==> src/rtl/rpn_stack_ctrl_if.sv <==
// Command channel of the RPN operand-stack controller: request handshake plus
// the one-cycle completion/reject response.
interface rpn_stack_ctrl_if #(
    parameter int W = 8
);
    logic         cmd_valid;
    logic         cmd_ready;
    logic [1:0]   cmd_type;
    logic [W-1:0] cmd_data;
    logic [2:0]   cmd_sel;
    logic         cmd_cin;
    logic         done;
    logic         err_stack;

    modport master (
        output cmd_valid, cmd_type, cmd_data, cmd_sel, cmd_cin,
        input  cmd_ready, done, err_stack
    );

    modport slave (
        input  cmd_valid, cmd_type, cmd_data, cmd_sel, cmd_cin,
        output cmd_ready, done, err_stack
    );
endinterface

==> src/rtl/rpn_stack_ctrl.sv <==
// LIFO operand stack feeding a combinational 8-bit ALU: PUSH/OPER/DROP/CLEAR,
// with OPER results written back as pop-2/push-1 (or TOS replace for NOT).
module rpn_stack_ctrl #(
    parameter int W     = 8,
    parameter int DEPTH = 8,
    parameter int DW    = $clog2(DEPTH + 1)
) (
    input  logic          clk,
    input  logic          rst_n,
    rpn_stack_ctrl_if.slave cmd,
    output logic [W-1:0]  alu_a,
    output logic [W-1:0]  alu_b,
    output logic [2:0]    alu_sel,
    output logic          alu_cin,
    input  logic [W-1:0]  alu_s,
    input  logic [4:0]    alu_flags,
    output logic [W-1:0]  top_data,
    output logic [DW-1:0] depth,
    output logic          empty,
    output logic          full,
    output logic [4:0]    flags_q
);
    localparam int AW = $clog2(DEPTH);

    localparam logic [1:0] CMD_PUSH  = 2'b00;
    localparam logic [1:0] CMD_OPER  = 2'b01;
    localparam logic [1:0] CMD_DROP  = 2'b10;
    localparam logic [1:0] CMD_CLEAR = 2'b11;
    localparam logic [2:0] SEL_DIV   = 3'b011;
    localparam logic [2:0] SEL_NOT   = 3'b111;

    typedef enum logic [1:0] {IDLE, FETCH, EXEC, WB} state_t;

    state_t        state_reg, state_next;
    logic [DW-1:0] depth_reg, depth_next;
    logic [W-1:0]  alu_a_reg, alu_a_next;
    logic [W-1:0]  alu_b_reg, alu_b_next;
    logic [2:0]    alu_sel_reg, alu_sel_next;
    logic          alu_cin_reg, alu_cin_next;
    logic [W-1:0]  result_reg, result_next;
    logic [4:0]    flags_reg, flags_next;
    logic          done_reg, done_next;
    logic          err_reg, err_next;

    logic [W-1:0]  stack_mem [DEPTH];
    logic          mem_we;
    logic [AW-1:0] mem_waddr;
    logic [W-1:0]  mem_wdata;

    logic [DW-1:0] tos_ptr, nos_ptr;
    logic [W-1:0]  tos, nos;
    logic          is_empty, is_full, accept, need_one;

    assign tos_ptr  = depth_reg - DW'(1);
    assign nos_ptr  = depth_reg - DW'(2);
    assign is_empty = (depth_reg == '0);
    assign is_full  = (depth_reg == DW'(DEPTH));
    // Guarded reads: the array is never reset, so empty slots must not leak out.
    assign tos      = is_empty ? '0 : stack_mem[tos_ptr[AW-1:0]];
    assign nos      = (depth_reg >= DW'(2)) ? stack_mem[nos_ptr[AW-1:0]] : '0;
    assign accept   = cmd.cmd_valid && (state_reg == IDLE);
    assign need_one = (cmd.cmd_sel == SEL_NOT);

    always_comb begin
        state_next   = state_reg;
        depth_next   = depth_reg;
        alu_a_next   = alu_a_reg;
        alu_b_next   = alu_b_reg;
        alu_sel_next = alu_sel_reg;
        alu_cin_next = alu_cin_reg;
        result_next  = result_reg;
        flags_next   = flags_reg;
        done_next    = 1'b0;
        err_next     = 1'b0;
        mem_we       = 1'b0;
        mem_waddr    = tos_ptr[AW-1:0];
        mem_wdata    = result_reg;

        case (state_reg)
            IDLE: begin
                if (accept) begin
                    case (cmd.cmd_type)
                        CMD_PUSH: begin
                            done_next = 1'b1;
                            if (is_full) begin
                                err_next = 1'b1;
                            end else begin
                                mem_we     = 1'b1;
                                mem_waddr  = depth_reg[AW-1:0];
                                mem_wdata  = cmd.cmd_data;
                                depth_next = depth_reg + DW'(1);
                            end
                        end
                        CMD_OPER: begin
                            if (depth_reg < (need_one ? DW'(1) : DW'(2))) begin
                                done_next = 1'b1;
                                err_next  = 1'b1;
                            end else begin
                                state_next   = FETCH;
                                alu_a_next   = need_one ? tos : nos;
                                alu_b_next   = need_one ? '0 : tos;
                                alu_sel_next = cmd.cmd_sel;
                                alu_cin_next = cmd.cmd_cin;
                            end
                        end
                        CMD_DROP: begin
                            done_next = 1'b1;
                            if (is_empty) err_next = 1'b1;
                            else          depth_next = depth_reg - DW'(1);
                        end
                        default: begin
                            done_next  = 1'b1;
                            depth_next = '0;
                            flags_next = '0;
                        end
                    endcase
                end
            end
            FETCH: state_next = EXEC;
            EXEC: begin
                result_next = alu_s;
                flags_next  = alu_flags;
                state_next  = WB;
            end
            default: begin
                state_next = IDLE;
                done_next  = 1'b1;
                // A divide by zero leaves the operands in place; flags_q carries erro.
                if (!(alu_sel_reg == SEL_DIV && flags_reg[3])) begin
                    mem_we = 1'b1;
                    if (alu_sel_reg == SEL_NOT) begin
                        mem_waddr = tos_ptr[AW-1:0];
                    end else begin
                        mem_waddr  = nos_ptr[AW-1:0];
                        depth_next = depth_reg - DW'(1);
                    end
                end
            end
        endcase
    end

    always_ff @(posedge clk or negedge rst_n) begin
        if (!rst_n) begin
            state_reg   <= IDLE;
            depth_reg   <= '0;
            alu_a_reg   <= '0;
            alu_b_reg   <= '0;
            alu_sel_reg <= '0;
            alu_cin_reg <= 1'b0;
            result_reg  <= '0;
            flags_reg   <= '0;
            done_reg    <= 1'b0;
            err_reg     <= 1'b0;
        end else begin
            state_reg   <= state_next;
            depth_reg   <= depth_next;
            alu_a_reg   <= alu_a_next;
            alu_b_reg   <= alu_b_next;
            alu_sel_reg <= alu_sel_next;
            alu_cin_reg <= alu_cin_next;
            result_reg  <= result_next;
            flags_reg   <= flags_next;
            done_reg    <= done_next;
            err_reg     <= err_next;
        end
    end

    always_ff @(posedge clk) begin
        if (mem_we) stack_mem[mem_waddr] <= mem_wdata;
    end

    assign cmd.cmd_ready = (state_reg == IDLE);
    assign cmd.done      = done_reg;
    assign cmd.err_stack = err_reg;
    assign alu_a         = alu_a_reg;
    assign alu_b         = alu_b_reg;
    assign alu_sel       = alu_sel_reg;
    assign alu_cin       = alu_cin_reg;
    assign top_data      = tos;
    assign depth         = depth_reg;
    assign empty         = is_empty;
    assign full          = is_full;
    assign flags_q       = flags_reg;
endmodule
==> src/flat_wrapper.sv <==
// flat-port wrapper written by rule: the top's interface ports become plain ports
module rpn_stack_ctrl_flat 
#(
    parameter int W     = 8,
    parameter int DEPTH = 8,
    parameter int DW    = $clog2(DEPTH + 1)
)
  (clk, rst_n, alu_a, alu_b, alu_sel, alu_cin, alu_s, alu_flags, top_data, depth, empty, full, flags_q, cmd_cmd_valid, cmd_cmd_type, cmd_cmd_data, cmd_cmd_sel, cmd_cmd_cin, cmd_cmd_ready, cmd_done, cmd_err_stack);
  rpn_stack_ctrl_if #(.W(W)) cmd_i ();
  input  logic clk;
  input  logic rst_n;
  output logic [W-1:0] alu_a;
  output logic [W-1:0] alu_b;
  output logic [2:0] alu_sel;
  output logic alu_cin;
  input  logic [W-1:0] alu_s;
  input  logic [4:0] alu_flags;
  output logic [W-1:0] top_data;
  output logic [DW-1:0] depth;
  output logic empty;
  output logic full;
  output logic [4:0] flags_q;
  input wire logic [$bits(cmd_i.cmd_valid)-1:0] cmd_cmd_valid;
  input wire logic [$bits(cmd_i.cmd_type)-1:0] cmd_cmd_type;
  input wire logic [$bits(cmd_i.cmd_data)-1:0] cmd_cmd_data;
  input wire logic [$bits(cmd_i.cmd_sel)-1:0] cmd_cmd_sel;
  input wire logic [$bits(cmd_i.cmd_cin)-1:0] cmd_cmd_cin;
  output wire logic [$bits(cmd_i.cmd_ready)-1:0] cmd_cmd_ready;
  output wire logic [$bits(cmd_i.done)-1:0] cmd_done;
  output wire logic [$bits(cmd_i.err_stack)-1:0] cmd_err_stack;
  assign cmd_i.cmd_valid = cmd_cmd_valid;
  assign cmd_i.cmd_type = cmd_cmd_type;
  assign cmd_i.cmd_data = cmd_cmd_data;
  assign cmd_i.cmd_sel = cmd_cmd_sel;
  assign cmd_i.cmd_cin = cmd_cmd_cin;
  assign cmd_cmd_ready = cmd_i.cmd_ready;
  assign cmd_done = cmd_i.done;
  assign cmd_err_stack = cmd_i.err_stack;
  rpn_stack_ctrl #(.W(W), .DEPTH(DEPTH), .DW(DW)) u_core (.clk(clk), .rst_n(rst_n), .cmd(cmd_i), .alu_a(alu_a), .alu_b(alu_b), .alu_sel(alu_sel), .alu_cin(alu_cin), .alu_s(alu_s), .alu_flags(alu_flags), .top_data(top_data), .depth(depth), .empty(empty), .full(full), .flags_q(flags_q));
endmodule
==> config.mk <==
export PLATFORM = sky130hd
export DESIGN_NAME = rpn_stack_ctrl_flat
export DESIGN_NICKNAME = d
export VERILOG_FILES = /design/src/rtl/rpn_stack_ctrl_if.sv /design/src/rtl/rpn_stack_ctrl.sv /design/src/flat_wrapper.sv
export SDC_FILE = /design/constraint.sdc
export NUM_CORES = 1
export LEC_CHECK = 0
export CORE_MARGIN = 5
export CORE_UTILIZATION = 55
export CTS_BUF_LIST = sky130_fd_sc_hd__clkbuf_4
export DETAILED_ROUTE_END_ITERATION = 10
export DONT_BUFFER_PORTS = 1
export PLACE_DENSITY_LB_ADDON = 0.05
export SLEW_MARGIN = 20
export SYNTH_ARGS = -nofsm -noshare
export SYNTH_HDL_FRONTEND = slang
export SYNTH_SLANG_ARGS = --single-unit
export TNS_END_PERCENT = 5
==> constraint.sdc <==
create_clock -name clk -period 4.1 [get_ports clk]
set_input_delay 0.41 -clock clk [delete_from_list [all_inputs] [get_ports clk]]
set_output_delay 0.41 -clock clk [all_outputs]
set_load 0.02 [all_outputs]
Word-level counts from Yosys, hierarchy flattened. Memory sizes are Yosys's and may differ from the RTL's. Cells that the tools add are included.

Flip-flop bits (word level): 41. Latch bits: 0. Memory bits (writable): 64. ROM bits: 0. Input bits: 30. Word-level logic and storage cells: 92. Memories kept: 1.

Memories: u_core.stack_mem (depth 8, bits a word 8, read ports 2, clocked after memory_dff 0, wr ports 1, line rpn_stack_ctrl.sv:45) `logic [W-1:0] stack_mem [DEPTH];`.

Add/sub/neg operators: 3. Multipliers: 0. Divide/modulo/power cells: 0. Magnitude comparators: 2. Equal/unequal tests: 17. Shift-type cells: 0. Multiplexer cells: 45. Bitwise operators: 2. Reduce and logical (&&, ||, !) cells: 12.

Operators with widths (count): 2-to-1 mux 8 bit (8); 2-to-1 mux 4 bit (5); 2-to-1 mux 3 bit (5); 2-to-1 mux 1 bit (13); one-hot mux 4 bit (3 select lines) (1); 2-to-1 mux 5 bit (2); inequality test 2 bit (second input constant) (5); one-hot mux 5 bit (2 select lines) (1); 2-to-1 mux 2 bit (4); one-hot mux 4 bit (2 select lines) (1); AND reduction 7 bit (1); == test 3 bit (second input constant) (2); inequality test 3 bit (second input constant) (2); one-hot mux 2 bit (3 select lines) (1); one-hot mux 3 bit (2 select lines) (1); AND reduction 3 bit (2); adder 4 x 1 -> 4 bit (second input constant) (1); == test 2 x 1 -> 1 bit (second input constant) (2); == test 2 bit (second input constant) (2); == test 4 bit (second input constant) (1); >= comparator 4 x 2 -> 1 bit (second input constant) (1); logical NOT 2 bit (2); logical NOT 4 bit (1); less-than comparator 4 x 2 -> 1 bit (1); other kinds (12) (16).

Depth between registers and ports, before layout. Gate-level depths: netlist of run 1.

Depth after elaboration: 7. Mapped depth: 10. Depth with buffers taken out: 7.

Least setup slack after synthesis of run 1. OpenSTA, ideal clock, no wires.

Path kind: reg-to-reg. From: register u_core.depth_reg[0], in the netlist u_core.depth[0]. To: memory u_core.stack_mem[3][0] (enable). Library setup time: 0.395 ns. Arrival time: 2.920 ns. Path slack: 0.785 ns. Cell stages (with the launch flop): 11. Clock period less this slack: 3.315 ns. Cells stage by stage: dfrtp_1 buf_4 buf_6 inv_1 buf_6 ha_1 nand3b_4 inv_1 o211ai_1 a32o_1 nor4_1.

Cells in the longest elaborated chain, start to end: 7. Elaborated cells between the ends (all ways): 15. Classes of those cells: 2 x add/sub; 1 x eq/ne; 12 x mux.

Ends and longest elaborated chain: from (decl) (line rpn_stack_ctrl.sv:35) `logic [DW-1:0] depth_reg, depth_next;`; from (signal assigned) (line rpn_stack_ctrl.sv:156) `depth_reg <= depth_next;`; == test 4 bit * (line rpn_stack_ctrl.sv:57) `assign is_full = (depth_reg == DW'(DEPTH));`; via full (line flat_wrapper.sv:21) `output logic full;`; 2-to-1 mux 1 bit (line rpn_stack_ctrl.sv:85) `if (is_full) begin`; 2-to-1 mux 1 bit (line rpn_stack_ctrl.sv:82) `case (cmd.cmd_type)`; 2-to-1 mux 1 bit (line rpn_stack_ctrl.sv:81) `if (accept) begin`; one-hot mux 1 bit (2 select lines) (line rpn_stack_ctrl.sv:79) `case (state_reg)`; 2-to-1 mux 1 bit (line rpn_stack_ctrl.sv:169) `if (mem_we) stack_mem[mem_waddr] <= mem_wdata;`; 2-to-1 mux 1 bit (implied by the code) (line rpn_stack_ctrl.sv:169); to (decl) (line rpn_stack_ctrl.sv:45).

Mark *: on every way through the listed nets, which the timed path passes. The rest lies on a longest branch.

Worst setup path after layout of run 1.
From: register u_core.depth_reg[0], in the netlist u_core.depth[0]. To: output port top_data[1].

Cells in the longest elaborated chain, start to end: 3. Elaborated cells between the ends (all ways): 4. Classes of those cells: 1 x add/sub; 1 x mux; 1 x reduce/logical; 1 x memory.

Ends and longest elaborated chain: subtractor 4 x 1 -> 4 bit; memory read (8 x 8 bit); 2-to-1 mux 8 bit * (line rpn_stack_ctrl.sv:59) `assign tos = is_empty ? '0 : stack_mem[tos_ptr[AW-1:0]];`; to (decl) (line flat_wrapper.sv:18) `output logic [W-1:0] top_data;`.

Mark *: on every way between the ends. The rest lies on a longest branch, timed or not.

==> results.sh, run 1 <==
export IMPL_fmax_mhz=299.0
export IMPL_rows=36
export IMPL_dr_total_vias=3284
export IMPL_clkPwrFrac=0.095
export IMPL_comb_power_share=0.514
export IMPL_fin_area_sq_um=5572
export IMPL_syn_num_nets=418
export IMPL_p_sw_frac=0.4522
export IMPL_drive_above_1_share=0.2021
export IMPL_dp_cells=501
export IMPL_gr_total_overflow=0
export IMPL_ys_types=56
export IMPL_worstMarginPinSlew_ns=0.9716
export IMPL_final_cells=519
export IMPL_met3_usage=0.04836
export IMPL_ant_nets=0
export IMPL_yosys_cell_count_top_type="edfxtp_1"
export IMPL_io_pins=72
export IMPL_p_leak_nw=2.074
export IMPL_top_register="u_core.stack_mem"
export IMPL_synth_mux_area_frac=0.2061
export IMPL_ctsResizeCount=0
export IMPL_cts_buffers=9
export IMPL_use_met2=0.3184
export IMPL_cts_hold_buf=2
export IMPL_critPathLaunchType="flip-flop"
export IMPL_worstPathArrival_ns=2.93
export IMPL_largest_reg_flops=64
export IMPL_maxCapViolations=0
export IMPL_slew_headroom=0.3494
export IMPL_yosysWarnings=0
export IMPL_fp_dieH_um=108.4
export IMPL_synth_xor_area_frac=0.007989
export IMPL_grt_use_total=0.2232
export IMPL_ys_async_sr_fraction=0.3905
export IMPL_vias_per_cell=6.328
export IMPL_place_area_sq_um=5429
export IMPL_finalCritPeriodShare=0.8158
export IMPL_grt_busiest_layer="met1"
export IMPL_power_switching_mw=2.197
export IMPL_grt_antenna_before_repair=0
export IMPL_timing_final_crit_period_ns=3.345
export IMPL_setup_violations=0
export IMPL_report_final_slew_viol_count=0
export IMPL_cts_sinks=105
export IMPL_p_per_area_nw_per_um2=872.0
export IMPL_fin_skew_ns=0.01433
export IMPL_p_seq_frac=0.390
export IMPL_postCtsSetupBuffers=0
export IMPL_fin_nets=420
export IMPL_drtPass1Iterations=5
export IMPL_synth_area_sq_um=5325
export IMPL_cp_max_fo=19
export IMPL_synth_compound_area_frac=0.08576
export IMPL_use_met1=0.3433
export IMPL_peakVddDrop_mv=0.3407
export IMPL_gp_congestion=0.8392
export IMPL_cts_clk_slew_worst_paths_ns=0.16
export IMPL_syn2layout_area_growth_pct=4.629
export IMPL_wl_per_cell_um=23.54
export IMPL_grt_pass1_wl_um=19350
export IMPL_start_util=0.5550
export IMPL_synth_fa_ha_area_frac=0.02115
export IMPL_synthTopCellsByArea="edfxtp_1 36%, dfrtp_1 19%, mux4_2 10%"
export IMPL_grt_pass1_vias=3232
export IMPL_drc_errors=0
export IMPL_num_antenna_cells=0
export IMPL_synth_common_cells="64 x edfxtp_1, 41 x dfrtp_1, 40 x nand2_1"
export IMPL_drt_wl_total_um=12220
export IMPL_synth_edf_count=64
export IMPL_synth_top_family_by_area="multiplexers"
export IMPL_crit_path_end_kind="primary output"
export IMPL_fin_util=0.5807
export IMPL_hp_class="input pin to flip-flop"
export IMPL_clock_latency_ns=0.45
export IMPL_ys_seq_area_frac=0.5536
export IMPL_p_int_mw=2.661
export IMPL_yosysTopAreaCellShare=0.3609
export IMPL_numPortBuffers=0
export IMPL_setup_tns_ns=0
export IMPL_h_tree_depth=3
export IMPL_cts_root_buf="clkbuf_4"
export IMPL_status="finished, final reports clean"
export IMPL_cts_tree="built"
export IMPL_syn_area_per_cell_sq_um=14.05
export IMPL_critPathKind="flip-flop to primary output"
export IMPL_synth_flop_cell="edfxtp_1"
export IMPL_synth_top_cell_by_area="edfxtp_1"
export IMPL_grt_max_degree=42
export IMPL_die_area_sq_um=11750
export IMPL_dp_final_hpwl_um=8843
export IMPL_p_total_mw=4.858
export IMPL_worstPathRequired_ns=3.69
export IMPL_final_hold_viol_count=0
export IMPL_die_x_um=108.4
export IMPL_drtIter0Drc=260
export IMPL_syn_inst=379
export IMPL_grt_setup_unrepaired="false"
export IMPL_yosys_register_bits=105
export IMPL_clock_path_buffers=2
export IMPL_synthSimpleGateAreaFrac=0.08529
export IMPL_fp_coreArea_sq_um=9594
kinds of logic after synthesis:
group                    after synthesis
adder cells (fa/ha/maj)                9
AND/OR/NAND/NOR                       90
multiplexers                          64
AO/OA/AOI/OAI                         68
XOR/XNOR                               4
buffers and inverters                 39
flip-flops                           105
per-layer routing:
metal	vias to the layer above	part of all wire
li1	1471	-
met1	1655	0.46
met2	150	0.45
met3	8	0.083
met4	0	0.0079
met5	-	0
cell type report:
cell class | count | area [sq um]
flip-flops and latches | 105 | 2948
multi-input cells | 235 | 2168
clock buffers | 9 | 67.56
fillers | 758 | 4023
clock inverters | 7 | 45.04
repair buffers | 13 | 112.6
inverters | 17 | 63.81
well taps | 133 | 166.4
power by group through the flow:
stage	clock, mW	combinational (mW)	sequential (mW)
2_1_floorplan	0	2.02	1.84
3_3_place_gp	0	2.46	1.92
3_5_place_dp	0	2.48	1.93
4_1_cts	0.480	2.50	1.90
5_1_grt	0.522	2.74	1.93
6_report	0.463	2.50	1.90
final timing paths:
check,start,cells past startpoint,slack [ns],endpoint
max,u_core.depth[0]$_DFFE_PN0P_,5,0.76,top_data[1]
max reg2reg,u_core.depth[2]$_DFFE_PN0P_,6,1.16,u_core.stack_mem[2][4]$_DFFE_PP_
min,cmd_cmd_type[1],1,0.03,u_core.cmd.err_stack$_DFF_PN0_
min reg2reg,u_core.result_reg[7]$_DFFE_PN0P_,1,0.53,u_core.result_reg[7]$_DFFE_PN0P_
min in group asynchronous,rst_n,2,0.40,u_core.alu_b[3]$_DFFE_PN0P_
max in group asynchronous,rst_n,2,3.49,u_core.flags_q[2]$_DFFE_PN0P_
per-stage QoR:
step / hold slack [ns] / setup slack (ns)
final: 0.03467 / 0.7554
after global placement: 0.1154 / 1.183
after global routing: 0.03434 / 0.5170
after CTS: 0.01679 / 0.7076
after floorplan: 0.1144 / 0.7855
after detailed placement: 0.1156 / 1.186
critical path, cell delays in order, from the launching register on:
cell and delay, ns:
dfrtp_1 0.41, inv_1 0.36, ha_1 0.75, mux4_2 0.41
mux2i_1 0.35, nor2_1 0.20
placed cells by master, fill, tap and decap left out, types with 2 or more instances in the layout:
master       n
clkbuf_4     9
nor3_1       3
nand2b_1     3
a22oi_1      9
mux2i_1     11
nand3_1      9
dfrtp_1     41
ha_1         9
a21o_1       2
o211ai_1     4
mux4_2      24
and2_1       4
inv_1       17
buf_4       11
xnor2_1      3
mux2_2      21
o2bb2ai_1    2
mux4_1       8
o21ai_1     10
clkinvlp_4   3
o21ai_0     13
and3_1       2
nand2_1     40
nor2_1      11
edfxtp_1    64
nor4_1       5
a21oi_1      7
o2111a_1     2
nand4_1      2
o22ai_1      3
a211oi_1     4
a221oi_1     2
No activity file was read; power rests on OpenSTA's default activity.
==> inputs of run 2 (changes only) <==
Clock period 4.1 ns to 2.8 ns, I/O delays scaled along.
==> run 2 against run 1 <==
Clock skew is 0.0090 ns higher. Combinational power is 72% higher. Global-route usage is 0.55 points higher. Non-clock buffer count is 24 higher. Count of clock-buffer cells in the layout is 1 higher. First-iteration DRC count is 18% lower. Cell count is 4.6% higher. Core utilization is 5.2 points higher. Die area stayed put. Critical endpoint is now u_core.stack_mem[4][2]$_DFFE_PP_. Largest cell class unchanged. Highest routed layer unchanged.
==> results.sh, run 2 (synthesized netlist as in run 1, its figures left out) <==
export IMPL_syn2layout_area_growth_pct=13.96
export IMPL_clkPwrFrac=0.111
export IMPL_gr_total_overflow=0
export IMPL_final_cell_mix="64 x edfxtp_1, 40 x nand2_1, 40 x dfrtp_1, 24 x mux4_2"
export IMPL_crit_path_top_delay_cell="a211oi_4"
export IMPL_io_pins=72
export IMPL_rows=36
export IMPL_wl_per_cell_um=22.94
export IMPL_crit_path_end_kind="flip-flop"
export IMPL_num_antenna_cells=0
export IMPL_holdCritStartpoint="cmd_cmd_type[0]"
export IMPL_cts_clk_slew_worst_paths_ns=0.15
export IMPL_reg2regPathDepth=6
export IMPL_worstPathRequired_ns=2.89
export IMPL_cts_sinks=105
export IMPL_p_total_mw=7.919
export IMPL_report_final_slew_viol_count=0
export IMPL_comb_power_share=0.541
export IMPL_slowest_delay_ns=0.60
export IMPL_r2r_slack_ns=0.13
export IMPL_final_hold_viol_count=0
export IMPL_drt_wl_total_um=12460
export IMPL_top_register="u_core.stack_mem"
export IMPL_grt_antenna_before_repair=0
export IMPL_grt_max_degree=42
export IMPL_grt_use_total=0.2288
export IMPL_timing_final_crit_period_ns=2.674
export IMPL_worstMarginPinSlew_ns=0.8442
export IMPL_clock_latency_ns=0.46
export IMPL_fmax_mhz=373.9
export IMPL_peakVddDrop_mv=0.5358
export IMPL_drtIter0Drc=213
export IMPL_ant_nets=0
export IMPL_power_switching_mw=3.549
export IMPL_fp_coreArea_sq_um=9594
export IMPL_fp_dieH_um=108.4
export IMPL_slew_headroom=0.4372
export IMPL_setup_violations=0
export IMPL_final_cells=543
export IMPL_dp_final_hpwl_um=9143
export IMPL_cp_num_buf_inv=1
export IMPL_start_util=0.5550
export IMPL_numPortBuffers=0
export IMPL_critPathLaunchType="flip-flop"
export IMPL_drive_above_1_share=0.2561
export IMPL_p_per_area_nw_per_um2=1305
export IMPL_vias_per_cell=6.190
export IMPL_r2r_end="u_core.stack_mem[4][2]$_DFFE_PP_"
export IMPL_critPathKind="flip-flop to flip-flop"
export IMPL_p_int_mw=4.370
export IMPL_crit_chain="inv_1 > ha_1 > and4bb_2 > nand3_1 > a311o_2 > a211oi_4"
export IMPL_drc_errors=0
export IMPL_final_common_cell="edfxtp_1"
export IMPL_fin_nets=444
export IMPL_h_tree_depth=3
export IMPL_p_leak_nw=2.207
export IMPL_p_seq_frac=0.348
export IMPL_p_sw_frac=0.4482
export IMPL_die_x_um=108.4
export IMPL_dp_cells=504
export IMPL_worstPathArrival_ns=2.77
export IMPL_cp_max_fo=8
export IMPL_grt_pass1_vias=3396
export IMPL_drtPass1Iterations=4
export IMPL_gp_congestion=0.8639
export IMPL_hold_path_end="u_core.depth[0]$_DFFE_PN0P_"
export IMPL_worstHoldPathCells=2
export IMPL_fin_skew_ns=0.02330
export IMPL_dr_total_vias=3361
export IMPL_finalCritPeriodShare=0.9552
export IMPL_rr_startpoint="u_core.state_reg[0]$_DFFE_PN0P_"
export IMPL_cts_root_buf="clkbuf_4"
export IMPL_cts_tree="built"
export IMPL_critical_path_top_delay_family="compound AO/OA/AOI/OAI gates"
export IMPL_maxCapViolations=0
export IMPL_grt_setup_unrepaired="false"
export IMPL_hp_class="input pin to flip-flop"
export IMPL_status="finished, final reports clean"
export IMPL_cts_buffers=9
export IMPL_grt_pass1_wl_um=19770
export IMPL_largest_reg_flops=64
export IMPL_clock_path_buffers=2
export IMPL_die_area_sq_um=11750
[run 2: timing repair]
item	CTS	global route
resized for setup	4	7
setup endpoints to repair	8	16
endpoints found under the hold margin	60	0
buffers inserted	0	1
hold buffers	22	0
pin swaps	0	1
[run 2: how the worst max path moves through the flow]
stage	startpoint	end	slack, ns	cells after the start
floorplan	u_core.depth[0]$_DFFE_PN0P_	u_core.stack_mem[5][0]$_DFFE_PP_	-0.01	10
global placement	u_core.state_reg[0]$_DFFE_PN0P_	u_core.stack_mem[4][4]$_DFFE_PP_	0.18	6
detailed placement	u_core.state_reg[0]$_DFFE_PN0P_	u_core.stack_mem[7][0]$_DFFE_PP_	0.10	6
CTS	u_core.depth[0]$_DFFE_PN0P_	top_data[0]	0.03	7
global route	u_core.depth[0]$_DFFE_PN0P_	top_data[5]	0.04	4
finish	u_core.state_reg[0]$_DFFE_PN0P_	u_core.stack_mem[4][2]$_DFFE_PP_	0.13	6
[run 2: cell type report]
class                      count  area [sq um]
multi-input combinational    235          2362
sequential                   105          2949
timing repair buffer          37         359.1
inverter                      17         67.56
tap                          133         166.4
fill                         713          3526
clock buffer                  10         75.07
clock inverter                 6         88.84
[run 2: power groups by stage]
| stage | clock, mW | combinational (mW) | sequential, mW |
|---|---|---|---|
| finish | 0.880 | 4.29 | 2.75 |
| global route | 0.963 | 4.63 | 2.81 |
| CTS | 0.902 | 4.17 | 2.75 |
| detailed placement | 0 | 4.05 | 2.79 |
| global placement | 0 | 4.01 | 2.78 |
| floorplan | 0 | 3.28 | 2.70 |
[run 2: per-stage QoR]
stage                     worst slack, ns  hold slack (ns)  area (sq um)  utilization  TNS, ns
after floorplan                  -0.01122         -0.01559          5484            -  -0.1687
after global placement             0.1762         -0.01457          5605       0.5842        0
after detailed placement           0.1041         -0.01442          5605       0.5842        0
after CTS                         0.02701          0.05879          6013       0.6268        0
after global routing              0.04410          0.06150          6068       0.6325        0
final                              0.1255          0.08985          6068       0.6325        0
[run 2: worst register-to-register path, cell delays in order, from the launching register on]
cell      delay, ns
dfrtp_1        0.43
inv_1          0.09
ha_1           0.28
and4bb_2       0.30
nand3_1        0.11
a311o_2        0.52
a211oi_4       0.60
[run 2: metal layers]
metal / up-vias / track usage / wire length [um] / part of all wire
met5: - / 0 / 0 / 0
met4: 0 / 0.06132 / 126 / 0.010
met3: 7 / 0.05970 / 1034 / 0.083
met2: 148 / 0.3344 / 5736 / 0.46
met1: 1691 / 0.3422 / 5561 / 0.45
li1: 1515 / - / - / -
==> inputs of run 3 (changes only) <==
Settings changed: CORE_MARGIN 5 to 8.
==> run 3 against run 2 <==
Routed wire length increased by 4.2%. Non-clock buffer count decreased by 1. Cell count decreased by 0.18%. Hold slack got worse by 0.0027 ns.
==> results.sh, run 3 (synthesized netlist as in run 1, its figures left out) <==
export IMPL_finalWorstSetupSlack_ns=0.1464
export IMPL_clock_path_buffers=2
export IMPL_die_x_um=114.4
export IMPL_slew_headroom=0.3941
export IMPL_num_antenna_cells=0
export IMPL_grt_pass1_vias=3480
export IMPL_wl_per_cell_um=23.94
export IMPL_p_int_mw=4.393
export IMPL_dr_total_vias=3408
export IMPL_comb_power_share=0.542
export IMPL_worstPathRequired_ns=2.52
export IMPL_h_tree_depth=3
export IMPL_grt_antenna_before_repair=0
export IMPL_crit_path_end_kind="primary output"
export IMPL_rr_startpoint="u_core.state_reg[1]$_DFFE_PN0P_"
export IMPL_cts_buffers=9
export IMPL_grt_use_total=0.2094
export IMPL_report_final_slew_viol_count=0
export IMPL_holdWs_ns=0.08716
export IMPL_finalCritPeriodShare=0.9477
export IMPL_die_area_sq_um=13090
export IMPL_met3_usage=0.05222
export IMPL_clock_latency_ns=0.45
export IMPL_ant_nets=0
export IMPL_crit_chain="inv_1 > buf_4 > ha_2 > xor2_2 > buf_6 > mux2i_2 > nor2_1"
export IMPL_grt_pass1_wl_um=20660
export IMPL_final_cell_mix="64 x edfxtp_1, 40 x nand2_1, 40 x dfrtp_1, 24 x mux4_2"
export IMPL_syn2layout_area_growth_pct=13.67
export IMPL_start_util=0.5550
export IMPL_p_per_area_nw_per_um2=1317
export IMPL_final_common_cell="edfxtp_1"
export IMPL_holdCritStartpoint="cmd_cmd_type[0]"
export IMPL_grt_setup_unrepaired="true"
export IMPL_worstPathArrival_ns=2.37
export IMPL_dp_final_hpwl_um=9454
export IMPL_p_leak_nw=2.204
export IMPL_drive_above_1_share=0.2592
export IMPL_slowest_delay_ns=0.43
export IMPL_final_hold_viol_count=0
export IMPL_worstMarginPinSlew_ns=0.9089
export IMPL_grt_busiest_layer="met2"
export IMPL_dp_cells=504
export IMPL_fp_dieH_um=114.4
export IMPL_vias_per_cell=6.288
export IMPL_gp_congestion=0.9235
export IMPL_fmax_mhz=376.8
export IMPL_power_switching_mw=3.578
export IMPL_numPortBuffers=0
export IMPL_dp_slack_ns=0.1670
export IMPL_final_cells=542
export IMPL_rows=36
export IMPL_cts_root_buf="clkbuf_4"
export IMPL_maxCapViolations=0
export IMPL_critPathLaunchType="flip-flop"
export IMPL_fp_coreArea_sq_um=9594
export IMPL_use_met2=0.3160
export IMPL_timing_final_crit_period_ns=2.654
export IMPL_peakVddDrop_mv=0.6134
export IMPL_cts_sinks=105
export IMPL_hp_class="input pin to flip-flop"
export IMPL_clkPwrFrac=0.112
export IMPL_cts_clk_slew_worst_paths_ns=0.17
export IMPL_cp_max_fo=11
export IMPL_status="finished, final reports clean"
export IMPL_cp_num_buf_inv=3
export IMPL_p_seq_frac=0.347
export IMPL_fin_skew_ns=0.01833
export IMPL_use_met1=0.2941
export IMPL_largest_reg_flops=64
export IMPL_drtIter0Drc=287
export IMPL_io_pins=72
export IMPL_drtPass1Iterations=4
export IMPL_drt_wl_total_um=12980
export IMPL_fin_nets=443
export IMPL_p_sw_frac=0.4488
export IMPL_gr_total_overflow=0
export IMPL_critical_path_top_delay_family="buffers and inverters"
export IMPL_critPathLaunch="u_core.depth[0]$_DFFE_PN0P_"
export IMPL_top_register="u_core.stack_mem"
export IMPL_setup_violations=0
export IMPL_drc_errors=0
export IMPL_crit_path_top_delay_cell="dfrtp_2"
export IMPL_critPathKind="flip-flop to primary output"
export IMPL_grt_max_degree=42
export IMPL_cts_tree="built"
==> run 3: metrics by stage <==
step	power (mW)	util	setup TNS (ns)	cell area, sq um
global placement	6.795	0.5842	0	5605
finish	7.971	0.6309	0	6053
CTS	7.841	0.6262	-0.001714	6008
global route	8.489	0.6309	-0.07349	6053
detailed placement	6.871	0.5842	0	5605
floorplan	5.982	-	-0.1687	5484
==> run 3: final timing paths <==
path | end | slack (ns) | cells past startpoint
max | top_data[0] | 0.15 | 7
min | u_core.depth[0]$_DFFE_PN0P_ | 0.09 | 2
max reg2reg | u_core.stack_mem[5][5]$_DFFE_PP_ | 0.17 | 6
min reg2reg | u_core.result_reg[2]$_DFFE_PN0P_ | 0.53 | 1
max in group asynchronous | u_core.result_reg[3]$_DFFE_PN0P_ | 2.30 | 2
min in group asynchronous | u_core.alu_sel[0]$_DFFE_PN0P_ | 0.28 | 2
==> run 3: worst register-to-register path, delay by kind of cell (launching register included) <==
kind | cells | cell delay, ns
and+or+nand+nor | 2 | 0.85
DFF | 1 | 0.43
adders and majority gates | 1 | 0.26
buffers and inverters | 1 | 0.09
AOI/OAI and AO/OA | 2 | 0.65
==> run 3: repair_timing <==
| item | 4_1_cts | 5_1_grt |
|---|---|---|
| resized for setup | 2 | 10 |
| hold endpoints to repair | 60 | 0 |
| setup endpoints to repair | 2 | 25 |
| hold buffers | 22 | 0 |
| buffers inserted | 0 | 0 |
==> run 3: layout make-up <==
| cell class | count | area (sq um) |
|---|---|---|
| fillers | 716 | 3541 |
| flip-flops and latches | 105 | 2949 |
| multi-input cells | 235 | 2366 |
| repair buffers | 36 | 339.1 |
| well taps | 133 | 166.4 |
| clock inverters | 6 | 90.09 |
| clock buffers | 10 | 75.07 |
| inverters | 17 | 67.56 |
==> run 3: per-layer routing <==
layer / wire length, um / share of wire
met5: 0 / 0
met4: 142 / 0.011
met3: 1338 / 0.10
met2: 5877 / 0.45
met1: 5617 / 0.43
==> run 3: power groups by stage <==
| stage | Clock, mW | Combinational [mW] | Sequential [mW] |
|---|---|---|---|
| floorplan | 0 | 3.28 | 2.70 |
| global placement | 0 | 4.01 | 2.79 |
| detailed placement | 0 | 4.06 | 2.81 |
| CTS | 0.910 | 4.16 | 2.77 |
| global route | 0.968 | 4.70 | 2.82 |
| finish | 0.889 | 4.32 | 2.77 |
